--- src/rtl/serial_shift_pkg.sv ---
// Shared definitions for the serial variable shifter: mode codes and FSM states.
package serial_shift_pkg;

  // Shift mode, captured with the operand when an operation is accepted.
  typedef enum logic [1:0] {
    MODE_LSL = 2'b00,  // logical shift left, zero fill
    MODE_LSR = 2'b01,  // logical shift right, zero fill
    MODE_ASR = 2'b10,  // arithmetic shift right, sign fill
    MODE_ROL = 2'b11   // rotate left
  } mode_e;

  // Controller states.
  typedef enum logic {
    ST_IDLE  = 1'b0,
    ST_SHIFT = 1'b1
  } state_e;

endpackage : serial_shift_pkg

--- src/rtl/shift_step.sv ---
// One-bit shift step: moves the work word by exactly one position in the
// direction selected by mode, with the fill bit chosen per mode.
module shift_step
  import serial_shift_pkg::*;
#(
  parameter int WIDTH = 8
) (
  input  logic [WIDTH-1:0] work,
  input  logic [1:0]       mode,
  output logic [WIDTH-1:0] next
);

  logic go_left;   // LSL and ROL move bits toward the MSB
  logic lsb_fill;  // bit entering at position 0 on a left move
  logic msb_fill;  // bit entering at position WIDTH-1 on a right move

  // Decode direction and fill bits from the mode.
  always_comb begin
    go_left  = (mode == MODE_LSL) || (mode == MODE_ROL);
    lsb_fill = (mode == MODE_ROL) ? work[WIDTH-1] : 1'b0;
    msb_fill = (mode == MODE_ASR) ? work[WIDTH-1] : 1'b0;
  end

  // Each result bit takes its lower or upper neighbour; the two end bits
  // take the fill bit on the side where nothing shifts in.
  genvar gi;
  generate
    for (gi = 0; gi < WIDTH; gi++) begin : g_bit
      if (gi == 0) begin : g_lsb
        assign next[gi] = go_left ? lsb_fill : work[gi+1];
      end else if (gi == WIDTH - 1) begin : g_msb
        assign next[gi] = go_left ? work[gi-1] : msb_fill;
      end else begin : g_mid
        assign next[gi] = go_left ? work[gi-1] : work[gi+1];
      end
    end
  endgenerate

endmodule : shift_step

--- src/rtl/serial_variable_shifter.sv ---
// Time-multiplexed variable shifter. Operands are captured on start, then
// the work word is shifted one bit per clock until the captured amount is
// exhausted; the result is published with a one-cycle done pulse.
module serial_variable_shifter
  import serial_shift_pkg::*;
#(
  parameter int WIDTH = 8,
  parameter int SW    = $clog2(WIDTH)
) (
  input  logic             CLK,
  input  logic             RST,
  input  logic             start,
  input  logic [WIDTH-1:0] a,
  input  logic [SW-1:0]    shift_width,
  input  logic [1:0]       mode,
  output logic             busy,
  output logic             done,
  output logic [WIDTH-1:0] shifted_a
);

  localparam logic [SW-1:0] CNT_ONE = SW'(1);

  state_e           state_reg,     state_next;
  logic [WIDTH-1:0] work_reg,      work_next;
  logic [SW-1:0]    cnt_reg,       cnt_next;
  mode_e            md_reg,        md_next;
  logic             busy_reg,      busy_next;
  logic             done_reg,      done_next;
  logic [WIDTH-1:0] shifted_a_reg, shifted_a_next;

  logic [WIDTH-1:0] step_out;

  // Single shared one-bit shift network driven by the captured mode.
  shift_step #(
    .WIDTH (WIDTH)
  ) u_shift_step (
    .work (work_reg),
    .mode (md_reg),
    .next (step_out)
  );

  // Next-state logic: accept in IDLE, step or publish in SHIFT.
  always_comb begin
    state_next     = state_reg;
    work_next      = work_reg;
    cnt_next       = cnt_reg;
    md_next        = md_reg;
    busy_next      = busy_reg;
    done_next      = 1'b0;           // done is a single-cycle pulse
    shifted_a_next = shifted_a_reg;  // result holds until the next completion

    case (state_reg)
      ST_IDLE: begin
        if (start) begin
          work_next  = a;
          cnt_next   = shift_width;
          md_next    = mode_e'(mode);
          busy_next  = 1'b1;
          state_next = ST_SHIFT;
        end
      end
      ST_SHIFT: begin
        if (cnt_reg != '0) begin
          work_next = step_out;
          cnt_next  = cnt_reg - CNT_ONE;
        end else begin
          // No early exit: even amounts >= WIDTH run to completion, which
          // naturally yields zero / sign fill / modulo rotation.
          shifted_a_next = work_reg;
          done_next      = 1'b1;
          busy_next      = 1'b0;
          state_next     = ST_IDLE;
        end
      end
      default: begin
        state_next = ST_IDLE;
        busy_next  = 1'b0;
      end
    endcase
  end

  // State and datapath registers; reset aborts any running operation.
  always_ff @(posedge CLK or negedge RST) begin
    if (!RST) begin
      state_reg     <= ST_IDLE;
      work_reg      <= '0;
      cnt_reg       <= '0;
      md_reg        <= MODE_LSL;
      busy_reg      <= 1'b0;
      done_reg      <= 1'b0;
      shifted_a_reg <= '0;
    end else begin
      state_reg     <= state_next;
      work_reg      <= work_next;
      cnt_reg       <= cnt_next;
      md_reg        <= md_next;
      busy_reg      <= busy_next;
      done_reg      <= done_next;
      shifted_a_reg <= shifted_a_next;
    end
  end

  assign busy      = busy_reg;
  assign done      = done_reg;
  assign shifted_a = shifted_a_reg;

endmodule : serial_variable_shifter
--- config.mk ---
export PLATFORM = sky130hd
export DESIGN_NAME = serial_variable_shifter
export DESIGN_NICKNAME = d
export VERILOG_FILES = /design/src/rtl/serial_shift_pkg.sv /design/src/rtl/shift_step.sv /design/src/rtl/serial_variable_shifter.sv
export SDC_FILE = /design/constraint.sdc
export NUM_CORES = 1
export LEC_CHECK = 0
export ABC_AREA = 0
export CELL_PAD_IN_SITES_DETAIL_PLACEMENT = 1
export CELL_PAD_IN_SITES_GLOBAL_PLACEMENT = 2
export CORE_MARGIN = 4
export CORE_UTILIZATION = 31
export CTS_CLUSTER_SIZE = 10
export DETAILED_ROUTE_END_ITERATION = 10
export GPL_TIMING_DRIVEN = 1
export HOLD_SLACK_MARGIN = 0.12
export PLACE_DENSITY_LB_ADDON = 0.1
export SLEW_MARGIN = 20
export SYNTH_ARGS = -nofsm -noshare
export SYNTH_HDL_FRONTEND = slang
export SYNTH_SLANG_ARGS = --single-unit
--- constraint.sdc ---
create_clock -name CLK -period 1.9 [get_ports CLK]
set_input_delay 0.19 -clock CLK [delete_from_list [all_inputs] [get_ports CLK]]
set_output_delay 0.19 -clock CLK [all_outputs]
set_load 0.02 [all_outputs]
==> results.md <==
Synthesis:
- The gate count of the mapped netlist is 110.
- The largest total area in the synthesized netlist belongs to sky130_fd_sc_hd__dfrtp_1.
- The post-synthesis cell type count is 28.
- The number of synthesized register bits is 24.
- The register area share after synthesis is 0.500.
- The mean post-synth cell area is 10.9 sq um.
- Ranked by total cell area, the synthesized netlist is headed by sky130_fd_sc_hd__dfrtp_1 50%, sky130_fd_sc_hd__mux2i_1 9.2%, sky130_fd_sc_hd__nand2_1 7.2%.
- The total standard cell area after synthesis is 1200 sq um.
- The share of synthesized area in the top cell type comes to 0.500.
- The total of warnings raised by yosys is 0.
- The net count after synthesis is 130.

Critical path:
- The worst flop-to-flop path startpoint is md_reg[0].
- For the worst setup path, the data required time is 2.06 ns.
- The type of element capturing the critical path is a register.
- The worst setup path is of the register to register kind.
- Counting cells, the worst reg-to-reg path comes to 5.
- In this run the register-to-register setup slack is 0.33 ns.
- The worst register-to-register path ends at work_reg[7].
- Data on the critical path arrives at its endpoint at 1.73 ns.
- STA classifies the critical path startpoint as a register.
- In this run the worst path has a maximum fanout of 6.

STA:
- The tightest hold margin is 0.288 ns.
- The count of final max-slew check failures is 0.
- Summed over all failing endpoints, the final setup total negative slack is 0 ns.
- The final-report hold violation count is 0.
- The worst slew slack as a fraction of its limit is 0.656.
- Setup repair after global routing left no endpoint under its margin.
- Static timing analysis puts the maximum clock frequency at 638 MHz.
- The final period demand of the worst path is 1.57 ns.
- The transition at the pin with the smallest max-transition slack is 0.516 ns.
- The final worst setup slack is 0.332 ns.
- The number of endpoints failing setup at the final stage is 0.
- The worst clock skew is 0.00315 ns.
- Of the available clock period, the critical path in the final layout requires 0.825.

Routing:
- The routed via count divided by cell count is 4.62.
- The final antenna-violating net count is 0.
- The detail-routed net length per standard cell is 13.9 um.
- The number of detailed-routing iterations run before antenna repair is 4.
- Detailed routing inserted a total of 854 vias.
- The final layout contains routed wiring with a total length of 2570 um.
- The initial DRC count is 41.
- After detailed routing, the number of remaining DRC violations is 0.

Power:
- The internal power is 1.56 mW.
- The analysis attributes to net switching a power of 987 uW.
- Of the total power, registers draw 0.356.
- The share of total power consumed by net switching is 0.387.
- The power density over cell area is 1650 nW/um^2.
- The analysis attributes to cell leakage a power of 0.722 nW.
- The overall power is 2.55 mW.
- Across the VDD grid, the largest voltage drop is 0.000582 V.
- The share of total power in combinational logic is 0.508.
- The clock network fraction of design power is 0.136.

GRT:
- After global routing the overflow that remains totals 0.
- The pin count of the biggest net entering global routing is 25.
- The number of antenna violations at the first check in global routing is 0.
- The global-route usage over all layers is 0.119.
- The number of global-route vias before repair is 923.
- The first global-routing pass estimated 4600 um of wire.

Layout:
- Compared with the post-synthesis result, the final layout area differs by 28.4%.
- At the end of the flow, the number of nets in the layout was 158.
- The library cells used most frequently in the layout, excluding fill and tap cells, are 25 x sky130_fd_sc_hd__clkdlybuf4s50_1, 24 x sky130_fd_sc_hd__dfrtp_1, 23 x sky130_fd_sc_hd__nand2_1, 11 x sky130_fd_sc_hd__mux2i_1, 10 x sky130_fd_sc_hd__inv_1.
- The commonest non-fill, non-tap cell in the layout is sky130_fd_sc_hd__clkdlybuf4s50_1.
- For this run, the share of the core covered by cells in the final layout is 0.415.
- The number of diodes is 0.
- Of the cells placed in the final design, the portion with a size suffix greater than 1 is 0.109.

Outcome:
- The run finished with clean final reports.

Floorplanning:
- From left edge to right edge, the die measures 70.2 um.
- The vertical die dimension is 70.2 um.
- For this configuration, the core starts out at a cell density of 0.323.
- The core outline area is 3720 sq um.
- 26 I/O pins were placed.
- The overall die area is 4930 sq um.
- The floorplan has 22 rows.

Clock tree:
- The deepest clock path buffer count is 2.
- The root buffer cell chosen for the clock tree is sky130_fd_sc_hd__clkbuf_8.
- Clock latency on the worst-skew pair, taken at its later pin, is 0.26 ns.
- Buffers inserted during clock tree synthesis total 3.
- Once the clock tree was built, the resizer swapped 0 gates to a different size.
- Once the clock tree was built, the setup fixing pass inserted 0 buffers.
- The CTS clock-pin slew for the worst setup and hold paths is 0.09 ns.
- Buffers inserted to repair hold after CTS numbered 0.
- TritonCTS built the clock tree.
- The TritonCTS sink count is 24.
- The count of H-tree levels built during CTS is 1.

Place:
- The worst setup slack before clock tree synthesis is 0.282 ns.
- The count of input and output buffers is 25.
- At the end of routability-driven placement, the weighted congestion stood at 0.738.
- The sum of net half-perimeters after detailed placement is 1910 um.

Hold path:
- The type of the worst min-delay path is input port to async pin.

Job:
- The max-capacitance violation count is 0.
==> worst max-delay path: stages, from the launching register on <==
cell and delay [ns]:
sky130_fd_sc_hd__dfrtp_1 0.37, sky130_fd_sc_hd__inv_1 0.07, sky130_fd_sc_hd__ha_1 0.39, sky130_fd_sc_hd__nand2b_4 0.18, sky130_fd_sc_hd__a311o_1 0.34, sky130_fd_sc_hd__o221a_1 0.12
==> metal layers <==
layer,GRT usage,up-vias,wire [um]
li1,-,429,-
met1,0.164,409,1240
met2,0.182,14,1220
met3,0.0230,2,84
met4,0.0511,0,23
met5,0,-,0
==> cell type report <==
| class | instances | area [sq um] |
|---|---|---|
| clock buffer | 4 | 55.1 |
| fill | 408 | 2170 |
| inverter | 12 | 47.5 |
| multi-input combinational | 70 | 514 |
| sequential | 24 | 601 |
| tap | 48 | 60.1 |
| timing repair buffer | 27 | 265 |
==> power groups by stage <==
stage | Combinational (mW) | Sequential [mW] | Clock [mW]
6_report | 1.30 | 0.909 | 0.347
5_1_grt | 1.44 | 0.941 | 0.392
4_1_cts | 1.32 | 0.912 | 0.366
3_5_place_dp | 1.32 | 0.920 | 0
3_3_place_gp | 1.29 | 0.910 | 0
2_1_floorplan | 0.866 | 0.979 | 0
==> synthesized netlist by cell type <==
master / count
sky130_fd_sc_hd__a211oi_1: 1
sky130_fd_sc_hd__nor2_8: 1
sky130_fd_sc_hd__a21oi_1: 1
sky130_fd_sc_hd__mux2_1: 1
sky130_fd_sc_hd__o21a_1: 1
sky130_fd_sc_hd__dfrtp_1: 24
sky130_fd_sc_hd__buf_2: 1
sky130_fd_sc_hd__nor2b_4: 1
sky130_fd_sc_hd__nor2_1: 1
sky130_fd_sc_hd__and2_2: 1
sky130_fd_sc_hd__o221ai_2: 1
sky130_fd_sc_hd__a311o_1: 1
sky130_fd_sc_hd__nand2b_1: 1
sky130_fd_sc_hd__inv_1: 10
sky130_fd_sc_hd__o221a_1: 1
sky130_fd_sc_hd__nand2_1: 23
sky130_fd_sc_hd__o21ai_0: 8
sky130_fd_sc_hd__nor2b_1: 1
sky130_fd_sc_hd__nand3_1: 2
sky130_fd_sc_hd__ha_1: 4
sky130_fd_sc_hd__o221ai_1: 6
sky130_fd_sc_hd__buf_6: 3
sky130_fd_sc_hd__mux2i_1: 11
sky130_fd_sc_hd__nand2b_4: 1
sky130_fd_sc_hd__inv_4: 1
sky130_fd_sc_hd__nor2_2: 1
sky130_fd_sc_hd__inv_2: 1
sky130_fd_sc_hd__nand3b_4: 1
==> through the flow <==
stage	std cells	instance area [sq um]
floorplan	110	1200
global placement	181	1490
detailed placement	181	1490
CTS	185	1540
global route	185	1540
finish	185	1540
==> cell families (layout without fill, tap and decap cells) <==
group,Yosys count,after routing,synth area share
compound gates,20,20,0.124
simple gates,34,34,0.161
buf+inv,16,43,0.0719
fa+ha+maj,4,4,0.0417
flops,24,24,0.500
mux,12,12,0.101
==> worst max-delay path by stage <==
stage,from,to
final,md_reg[0],work_reg[7]
after global routing,md_reg[0],work_reg[7]
after CTS,md_reg[0],work_reg[7]
after detailed placement,start,md_reg[1]
after global placement,start,md_reg[1]
after floorplan,md_reg[0],work_reg[7]
(Power assumes the default switching activity.)
